**config.mk**
```make
export PLATFORM = sky130hd
export DESIGN_NAME = somador_com_sinal_pipeline
export DESIGN_NICKNAME = d
export VERILOG_FILES = /design/src/rtl/somador_com_sinal_pipeline.sv
export SDC_FILE = /design/constraint.sdc
export NUM_CORES = 1
export LEC_CHECK = 0
export CAP_MARGIN = 20
export CORE_MARGIN = 2
export CORE_UTILIZATION = 35
export DETAILED_ROUTE_END_ITERATION = 10
export GPL_TIMING_DRIVEN = 0
export SLEW_MARGIN = 10
export SYNTH_ARGS = -nofsm -noshare
export SYNTH_HDL_FRONTEND = slang
export SYNTH_SLANG_ARGS = --single-unit
```
**constraint.sdc**
```tcl
create_clock -name clk -period 3.22 [get_ports clk]
set_clock_uncertainty 0.05 [all_clocks]
set_input_delay 0.322 -clock clk [delete_from_list [all_inputs] [get_ports clk]]
set_output_delay 0.322 -clock clk [all_outputs]
set_load 0.02 [all_outputs]
```
**src/rtl/somador_com_sinal_pipeline.sv**
```systemverilog
// Two-stage pipelined signed/unsigned add/sub/accumulate, latency 2, one per cycle; a stalled output holds and stalls stage 1 behind it.
// Define SATURACAO_EN to clamp overflowing results (and the accumulator) instead of wrapping them.
module somador_com_sinal_pipeline #(
    parameter int LARGURA_A = 8,
    parameter int LARGURA_B = 4,
    parameter int LARGURA_S = 8
) (
    input  logic                 clk,
    input  logic                 rst,
    input  logic                 entrada_valida,
    output logic                 entrada_pronta,
    input  logic [LARGURA_A-1:0] entrada_a,
    input  logic [LARGURA_B-1:0] entrada_b,
    input  logic                 sinal_a,
    input  logic                 sinal_b,
    input  logic [1:0]           modo,
    output logic                 saida_valida,
    input  logic                 saida_pronta,
    output logic [LARGURA_S-1:0] saida,
    output logic                 estouro,
    output logic                 saida_com_sinal
);

    localparam int M_AB = (LARGURA_A > LARGURA_B) ? LARGURA_A : LARGURA_B;
    localparam int M    = (M_AB > LARGURA_S) ? M_AB : LARGURA_S;
    localparam int W    = M + 2;
    // One guard bit above W so acc+P can never wrap before the range check.
    localparam int WE   = W + 1;

    localparam logic [1:0] SOMA  = 2'b00;
    localparam logic [1:0] SUB   = 2'b01;
    localparam logic [1:0] ACUM  = 2'b10;

    localparam logic signed [WE-1:0] C_SMAX = (WE'(1) << (LARGURA_S - 1)) - WE'(1);
    localparam logic signed [WE-1:0] C_SMIN = ~C_SMAX;
    localparam logic signed [WE-1:0] C_UMAX = (WE'(1) << LARGURA_S) - WE'(1);

    logic                 r_s1_vld;
    logic [W-1:0]         r_p;
    logic [1:0]           r_s1_modo;
    logic                 r_s1_sig;
    logic                 r_s2_vld;
    logic [LARGURA_S-1:0] r_saida;
    logic                 r_estouro;
    logic                 r_sig;
    logic [LARGURA_S-1:0] r_acc;

    logic                 w_s2_load;
    logic                 w_s1_load;
    logic [W-1:0]         w_ext_a;
    logic [W-1:0]         w_ext_b;
    logic [W-1:0]         w_p;
    logic signed [WE-1:0] w_p_ext;
    logic signed [WE-1:0] w_acc_ext;
    logic signed [WE-1:0] w_e;
    logic signed [WE-1:0] w_hi;
    logic signed [WE-1:0] w_lo;
    logic                 w_acima;
    logic                 w_abaixo;
    logic [LARGURA_S-1:0] w_res;

    assign w_s2_load      = !r_s2_vld || saida_pronta;
    assign w_s1_load      = !r_s1_vld || w_s2_load;
    assign entrada_pronta = w_s1_load && !rst;

    assign w_ext_a = {{(W-LARGURA_A){sinal_a & entrada_a[LARGURA_A-1]}}, entrada_a};
    assign w_ext_b = {{(W-LARGURA_B){sinal_b & entrada_b[LARGURA_B-1]}}, entrada_b};

    always_comb begin
        w_p = '0;
        case (modo)
            SOMA, ACUM: w_p = w_ext_a + w_ext_b;
            SUB:        w_p = w_ext_a - w_ext_b;
            default:    w_p = '0;
        endcase
    end

    assign w_p_ext   = {r_p[W-1], r_p};
    assign w_acc_ext = {{(WE-LARGURA_S){r_s1_sig & r_acc[LARGURA_S-1]}}, r_acc};

    always_comb begin
        w_e = '0;
        case (r_s1_modo)
            SOMA, SUB: w_e = w_p_ext;
            ACUM:      w_e = w_acc_ext + w_p_ext;
            default:   w_e = '0;
        endcase
    end

    assign w_hi     = r_s1_sig ? C_SMAX : C_UMAX;
    assign w_lo     = r_s1_sig ? C_SMIN : '0;
    assign w_acima  = w_e > w_hi;
    assign w_abaixo = w_e < w_lo;

    always_comb begin
        w_res = w_e[LARGURA_S-1:0];
`ifdef SATURACAO_EN
        if (w_acima) begin
            w_res = w_hi[LARGURA_S-1:0];
        end else if (w_abaixo) begin
            w_res = w_lo[LARGURA_S-1:0];
        end
`endif
    end

    always_ff @(posedge clk) begin
        if (rst) begin
            r_s1_vld  <= 1'b0;
            r_p       <= '0;
            r_s1_modo <= SOMA;
            r_s1_sig  <= 1'b0;
            r_s2_vld  <= 1'b0;
            r_saida   <= '0;
            r_estouro <= 1'b0;
            r_sig     <= 1'b0;
            r_acc     <= '0;
        end else begin
            if (w_s1_load) begin
                r_s1_vld <= entrada_valida;
                if (entrada_valida) begin
                    r_p       <= w_p;
                    r_s1_modo <= modo;
                    r_s1_sig  <= sinal_a & sinal_b;
                end
            end
            // The accumulator follows stage 2 so back-to-back ACUMs chain without a bubble.
            if (w_s2_load) begin
                r_s2_vld <= r_s1_vld;
                if (r_s1_vld) begin
                    r_saida   <= w_res;
                    r_estouro <= w_acima | w_abaixo;
                    r_sig     <= r_s1_sig;
                    r_acc     <= w_res;
                end
            end
        end
    end

    assign saida_valida    = r_s2_vld;
    assign saida           = r_saida;
    assign estouro         = r_estouro;
    assign saida_com_sinal = r_sig;

endmodule

```
==> out/metrics.yaml <==
run_status:
  status: "complete, no violations"
synthesis:
  synth_ff_type: "dfxtp_1"
  async_flop_share: 0
  synthesis.area_sq_um: 2110
  synth_top_area_cell: "dfxtp_1"
  synthMuxAreaShare: 0.0284
  ys_ff_latch: 25
  synth_compound_area_frac: 0.271
  ys_warn_count: 0
  synth_top_family_by_area: "compound AO/OA/AOI/OAI gates"
  synth_simple_gate_area_frac: 0.210
  ys_types: 49
  avgSynthCellArea_sq_um: 7.94
  synthCells: 266
  synthTopCellsByArea: "dfxtp_1, ha_1, nor2_1"
  syn_nets: 314
  synth_edf_count: 0
  synth-xor-area-share: 0.0373
  synthAdderAreaFrac: 0.173
  yosysSeqAreaShare: 0.237
  synth_top_cell_area_share: 0.237
place:
  port_buffers: 31
  dpl-instance-area_sq_um: 2520
  dp_hpwl_um: 3990
  place_ws_ns: -0.155
  place.gp.congestion: 0.830
detailed_routing:
  drt_iter0_drc: 155
  antenna_left: 0
  via_per_inst: 5.32
  routed_wl_um: 4940
  wire_per_inst_um: 13.0
  dr.pass1.iters: 4
  route.vias.total: 2017
  drc_errors: 0
clock_network:
  cts_tree: "yes"
  clock_path_buffers: 2
  insertion_delay_ns: 0.27
  tritoncts.num_buffers: 3
  cts_root_buf: "clkbuf_8"
  htreeDepth: 1
  clock-sinks: 25
  postCtsHoldBufs: 0
  path_clk_slew_ns: 0.09
sta:
  period_share: 0.951
  hold_viol: 0
  max_slew.worst_pin.slew_ns: 0.556
  slew_viol_final: 0
  fmax_mhz: 327
  setup_viol_count_final: 0
  whs_ns: 0.444
  min_period_ns: 3.06
  setup_slack_ns: 0.159
  tns_ns: 0
  relSlewSlack: 0.629
floorplanning:
  die_h_um: 81.7
  dieWidth_um: 81.7
  io_pins: 32
  initial_core_util: 0.359
  rows: 28
  die_area_sq_um: 6670
  core_sq_um: 5890
finish:
  area_delta_synth_final_pct: 24.2
  final_cell_mix: "nor2_1, clkdlybuf4s50_1, a21oi_1"
  nets: 353
  fill_cells: 611
  drive_above_1_share: 0.0888
  layout_commonest_cell: "nor2_1"
  final_core_util: 0.446
  diodes: 0
  design_area_sq_um: 2620
global_route:
  grtUsageTotal: 0.159
  met1_usage: 0.206
  grtUsageMet2: 0.275
  grt_max_degree: 14
  overflow: 0
  grt_pass1_wl_um: 8360
  antenna_found_initial: 0
  top_usage_layer: "met2"
  grt_pass1_vias: 1931
  grtUsageMet3: 0.0154
critical_path:
  arrival_ns: 3.17
  start_kind: "flip-flop"
  cp.required_ns: 3.33
  critPathCaptureType: "flip-flop"
  reg2reg_slack_ns: 0.16
  cp_max_fo: 5
  r2r_start: "r_p[2]"
  endpoint: "estouro"
  reg2reg_to: "estouro"
  reg2reg_depth: 12
  critPathLaunch: "r_p[2]"
  crit_type: "reg2reg"
power_and_ir_drop:
  vdd_drop_max_uv: 166
  power_leakage_uw: 0.00107
  p_per_area_nw_per_um2: 343
min_path:
  hp-class: "reg2reg"
job:
  drv_cap: 0
cell type report:
class,count,area [sq um],share of cell area
inverters,18,67.6,0.0258
repair buffers,34,333,0.127
plain buffers,6,22.5,0.00859
well taps,75,93.8,0.0358
clock buffers,4,45.0,0.0172
multi-input cells,217,1560,0.593
flip-flops and latches,25,505,0.193
sequential cells by signal (all words and copies together), names as in the netlist:
| signal | count |
|---|---|
| saida_valida | 1 |
| r_s1_sig | 1 |
| r_p | 10 |
| r_s1_modo | 2 |
| saida_com_sinal | 1 |
| r_acc | 8 |
| r_s1_vld | 1 |
| estouro | 1 |
how the worst min path moves through the flow:
stage	start	end	slack, ns	depth (start not counted)
after global routing	r_p[7]	r_p[7]	0.47	2
after floorplan	r_p[7]	r_p[7]	0.40	2
after detailed placement	r_p[7]	r_p[7]	0.43	2
final	r_p[7]	r_p[7]	0.44	2
after CTS	r_p[7]	r_p[7]	0.44	2
after global placement	r_p[7]	r_p[7]	0.42	2
per-stage QoR:
stage | cells | power (uW)
CTS | 376 | 900
detailed placement | 372 | 710
finish | 379 | 901
global route | 379 | 968
floorplan | 266 | 606
global placement | 372 | 704
cells in the mapped netlist, types with 2 or more instances:
cell type	count
nor2_1	33
ha_1	26
dfxtp_1	25
a21oi_1	24
inv_1	16
nand2_1	14
o21ai_0	13
a211oi_1	9
nor3_1	8
o21ai_1	7
clkbuf_1	6
mux2i_1	6
nor2b_1	6
xnor2_1	6
nand3_1	5
a21o_1	4
a31oi_1	4
nand2b_1	4
o21a_1	4
a22oi_1	3
o31a_1	3
xor2_1	3
a32oi_1	2
and3_1	2
fa_1	2
inv_2	2
nand3b_1	2
nor4_1	2
nor4b_1	2
o21bai_1	2
o31ai_1	2
or2_2	2
critical path: stages (launching register included):
cell	delay (ns)
dfxtp_2	0.37
ha_2	0.32
o21ai_2	0.17
o21a_1	0.19
or2_1	0.15
a21oi_1	0.08
o32ai_2	0.31
inv_2	0.06
ha_1	0.32
nor4_2	0.27
nand2_1	0.09
o31a_1	0.30
o31a_1	0.27
metal layers:
metal | part of all wire | vias up
li1 | - | 1051
met1 | 0.47 | 913
met2 | 0.48 | 46
met3 | 0.034 | 7
met4 | 0.017 | 0
met5 | 0 | -
cells by family after synthesis:
| logic type | after synthesis |
|---|---|
| XOR/XNOR | 9 |
| buffers and inverters | 24 |
| multiplexers | 6 |
| adder cells (fa/ha/maj) | 28 |
| flip-flops | 25 |
| AO/OA/AOI/OAI | 87 |
| AND/OR/NAND/NOR | 87 |
report_power, final:
group          total, uW  leakage, uW  switching, uW  internal [uW]
sequential           362     0.000207           27.2            335
combinational        352     0.000843            186            166
clock                186    0.0000228           97.9           88.5
total                901      0.00107            311            589
what timing repair did:
action	4_1_cts	5_1_grt
gates resized for setup	2	11
pin swaps	0	4
buffers inserted	0	3
setup endpoints to repair	1	2
(Power assumes the default switching activity.)
==> RTL change, RTL diff (same flow settings) <==
The parameter `LARGURA_A` goes from 8 to 7.
--- a/src/rtl/somador_com_sinal_pipeline.sv
+++ b/src/rtl/somador_com_sinal_pipeline.sv
@@ -1,7 +1,7 @@
 // Two-stage pipelined signed/unsigned add/sub/accumulate, latency 2, one per cycle; a stalled output holds and stalls stage 1 behind it.
 // Define SATURACAO_EN to clamp overflowing results (and the accumulator) instead of wrapping them.
 module somador_com_sinal_pipeline #(
-    parameter int LARGURA_A = 8,
+    parameter int LARGURA_A = 7,
     parameter int LARGURA_B = 4,
     parameter int LARGURA_S = 8
 ) (
Interface: changed (resized entrada_a); port bits go from 32 to 31. No check against the original RTL was run, so the function may have changed too.
==> RTL change against the unedited design <==
Routed wire length shrank 4.7%; clock power rose by 12%; synthesized cell count decreased by 7.1%; synthesized area fell by 4.7%; design area fell by 4.0%; combinational power decreased by 4%; hold slack better by 0.0083 ns; total power fell by 0.87%; fmax decreased by 0.46%; worst setup slack worse by 0.014 ns; count of clock-buffer cells in the layout did not move; sequential cell count decreased by 1.
==> RTL change: results (changes against the unedited design) <==
[placed_design]
dp_hpwl_um = 3739  ; -6.2%
port_buffers = 29  ; -6.5%
gp_congestion = 0.8853  ; +6.7%

[hold_path]
hold_end = saida_valida$_SDFFE_PP0P_
hold_path.class = flip-flop to flip-flop
min_from = r_s1_vld$_SDFFE_PP0N_
whs_path_depth = 2  ; unchanged

[pwr]
power_leakage_nw = 1.005  ; -6.3%
clkPwrFrac_pct = 23.4  ; +2.7 points
ir_worst_vdd_uv = 170.3  ; +2.9%
combinationalPowerShare_pct = 37.8  ; -1.3 points
p_int_mw = 0.5934  ; +0.67%

[detailed_routing]
drt-total-wl_um = 4711  ; -4.7%
firstDrtPassIters = 4  ; unchanged
met3_length_um = 213  ; +26%
num_vias = 1840  ; -8.8%
routedLengthMet1_um = 2169  ; -6.9%
wl_met2_um = 2271  ; -3.8%
dr.max_layer_used = met4
drt_iter0_drc = 110  ; -29%
ant_nets = 0  ; unchanged

[clock_tree]
clk-insertion-delay-late_ns = 0.27  ; about the same
clockRootBuffer = clkbuf_8
clkTransAtPathRegs_ns = 0.09  ; about the same
cts_buffer_depth = 2  ; unchanged
numCtsBuffers = 3  ; unchanged
cts_max_level = 1  ; unchanged

[setup_path]
r2r_cells = 10  ; -2
regToRegStartpoint = r_acc[1]$_SDFFE_PP0P_
r2r_setup_slack_ns = 0.14
cp.arrival_ns = 3.18  ; about the same
rr_endpoint = estouro$_SDFFE_PP0P_
critPathMaxFanout = 4  ; -1

[layout]
fill_cells = 561  ; -8.2%
finalNetCount = 327  ; -7.4%
drive_gt1_share_pct = 8.185  ; -0.70 points
reg_top3 = r_p: 9 flops, r_acc: 8 flops, r_s1_modo: 2 flops
antenna_cells = 0  ; unchanged

[synthesis]
ys_seq_area_share_pct = 23.87  ; +0.17 points
synth_nets = 292  ; -7.0%
netlist-cell-type-count = 49  ; unchanged
synth_ff_type = dfxtp_1
ys_top_cells_by_count = nor2_1 (35), dfxtp_1 (24), ha_1 (24)
synth.area.top_cells = dfxtp_1 (24%), ha_1 (15%), nor2_1 (6.5%), a21oi_1 (3.5%), a211oi_1 (3.4%)
synthArstFlopShare_pct = 0  ; unchanged
ys_warn_count = 0  ; unchanged

[grt]
first_global_vias = 1866  ; -3.4%
antenna_found_initial = 0  ; unchanged
grt_max_degree = 14  ; unchanged
grt_pass1_wl_um = 8093  ; -3.2%
grt_usage_pct = 15.74  ; -0.16 points

[timing]
whs_ns = 0.4527  ; +0.008348 ns
worstMarginPinSlew_ns = 0.5258  ; -0.03042 ns

[run_status]
outcome = complete, no violations

RTL change: cell types whose count changed after synthesis, moves of 3 or more:
cell / change
or3_1: +3
o21ai_1: -6
o21ai_0: -5
nand3b_1: +4
o211ai_1: +5
a21oi_1: -10
nand3_1: -4
RTL change: metal layers:
layer,GRT usage [%],up-vias
met2,29.75,40
met3,1.584,5
met1,19.00,835
met5,0,-
met4,3.559,0
li1,-,960
RTL change: what timing repair did:
action / in CTS / in global routing
hold buffers: 0 / 0
setup buffers: 1 / 0
pin swaps: 1 / 1
gates resized for setup: 3 / 7
setup endpoints to repair: 1 / 1
RTL change: cell type report:
class,count,area [µm²],area share (%)
Multi-Input combinational cell,197,1471,58.45
Tap cell,72,90.09,3.579
Sequential cell,24,483.0,19.18
Inverter,17,77.57,3.082
Buffer,9,42.54,1.690
Timing Repair Buffer,30,297.8,11.83
Clock buffer,4,55.05,2.187
RTL change: how the worst max path moves through the flow:
stage / startpoint / end / slack, ns
after floorplan: r_acc[0]$_SDFFE_PP0P_ / estouro$_SDFFE_PP0P_ / 0.20
after global placement: r_p[1]$_SDFFE_PP0P_ / estouro$_SDFFE_PP0P_ / -0.03
after detailed placement: r_acc[0]$_SDFFE_PP0P_ / estouro$_SDFFE_PP0P_ / -0.03
after CTS: r_p[2]$_SDFFE_PP0P_ / estouro$_SDFFE_PP0P_ / 0.03
after global routing: r_acc[0]$_SDFFE_PP0P_ / estouro$_SDFFE_PP0P_ / 0.002
final: r_acc[1]$_SDFFE_PP0P_ / estouro$_SDFFE_PP0P_ / 0.14
RTL change: logic make-up (layout without fill, tap and decap cells):
group	count (synthesis)	count (layout)	synth area share, %
AO/OA/AOI/OAI	67	67	23.62
XOR/XNOR	11	11	5.159
adder cells (fa/ha/maj)	26	26	16.91
buffers and inverters	26	60	5.967
flip-flops	24	24	23.87
multiplexers	5	5	2.486
AND/OR/NAND/NOR	88	88	22.00
RTL change: critical path, cell delays in order, from the launching register on:
cell,delay (ns)
dfxtp_2,0.35
ha_1,0.33
a211oi_2,0.32
o211ai_1,0.17
nand2_1,0.11
xor2_1,0.07
o31a_1,0.28
ha_1,0.29
or4_4,0.55
o41ai_4,0.33
a21oi_1,0.10
RTL change: per-stage QoR:
| step | total power, mW | instances | worst slack [ns] | cell area, µm² |
|---|---|---|---|---|
| 2_1_floorplan | 0.5775 | 247 | 0.1991 | 2013 |
| 3_3_place_gp | 0.6687 | 348 | -0.02744 | 2394 |
| 3_5_place_dp | 0.6738 | 348 | -0.03333 | 2394 |
| 4_1_cts | 0.8846 | 353 | 0.02962 | 2471 |
| 5_1_grt | 0.9584 | 353 | 0.001502 | 2517 |
| 6_report | 0.8928 | 353 | 0.1449 | 2517 |
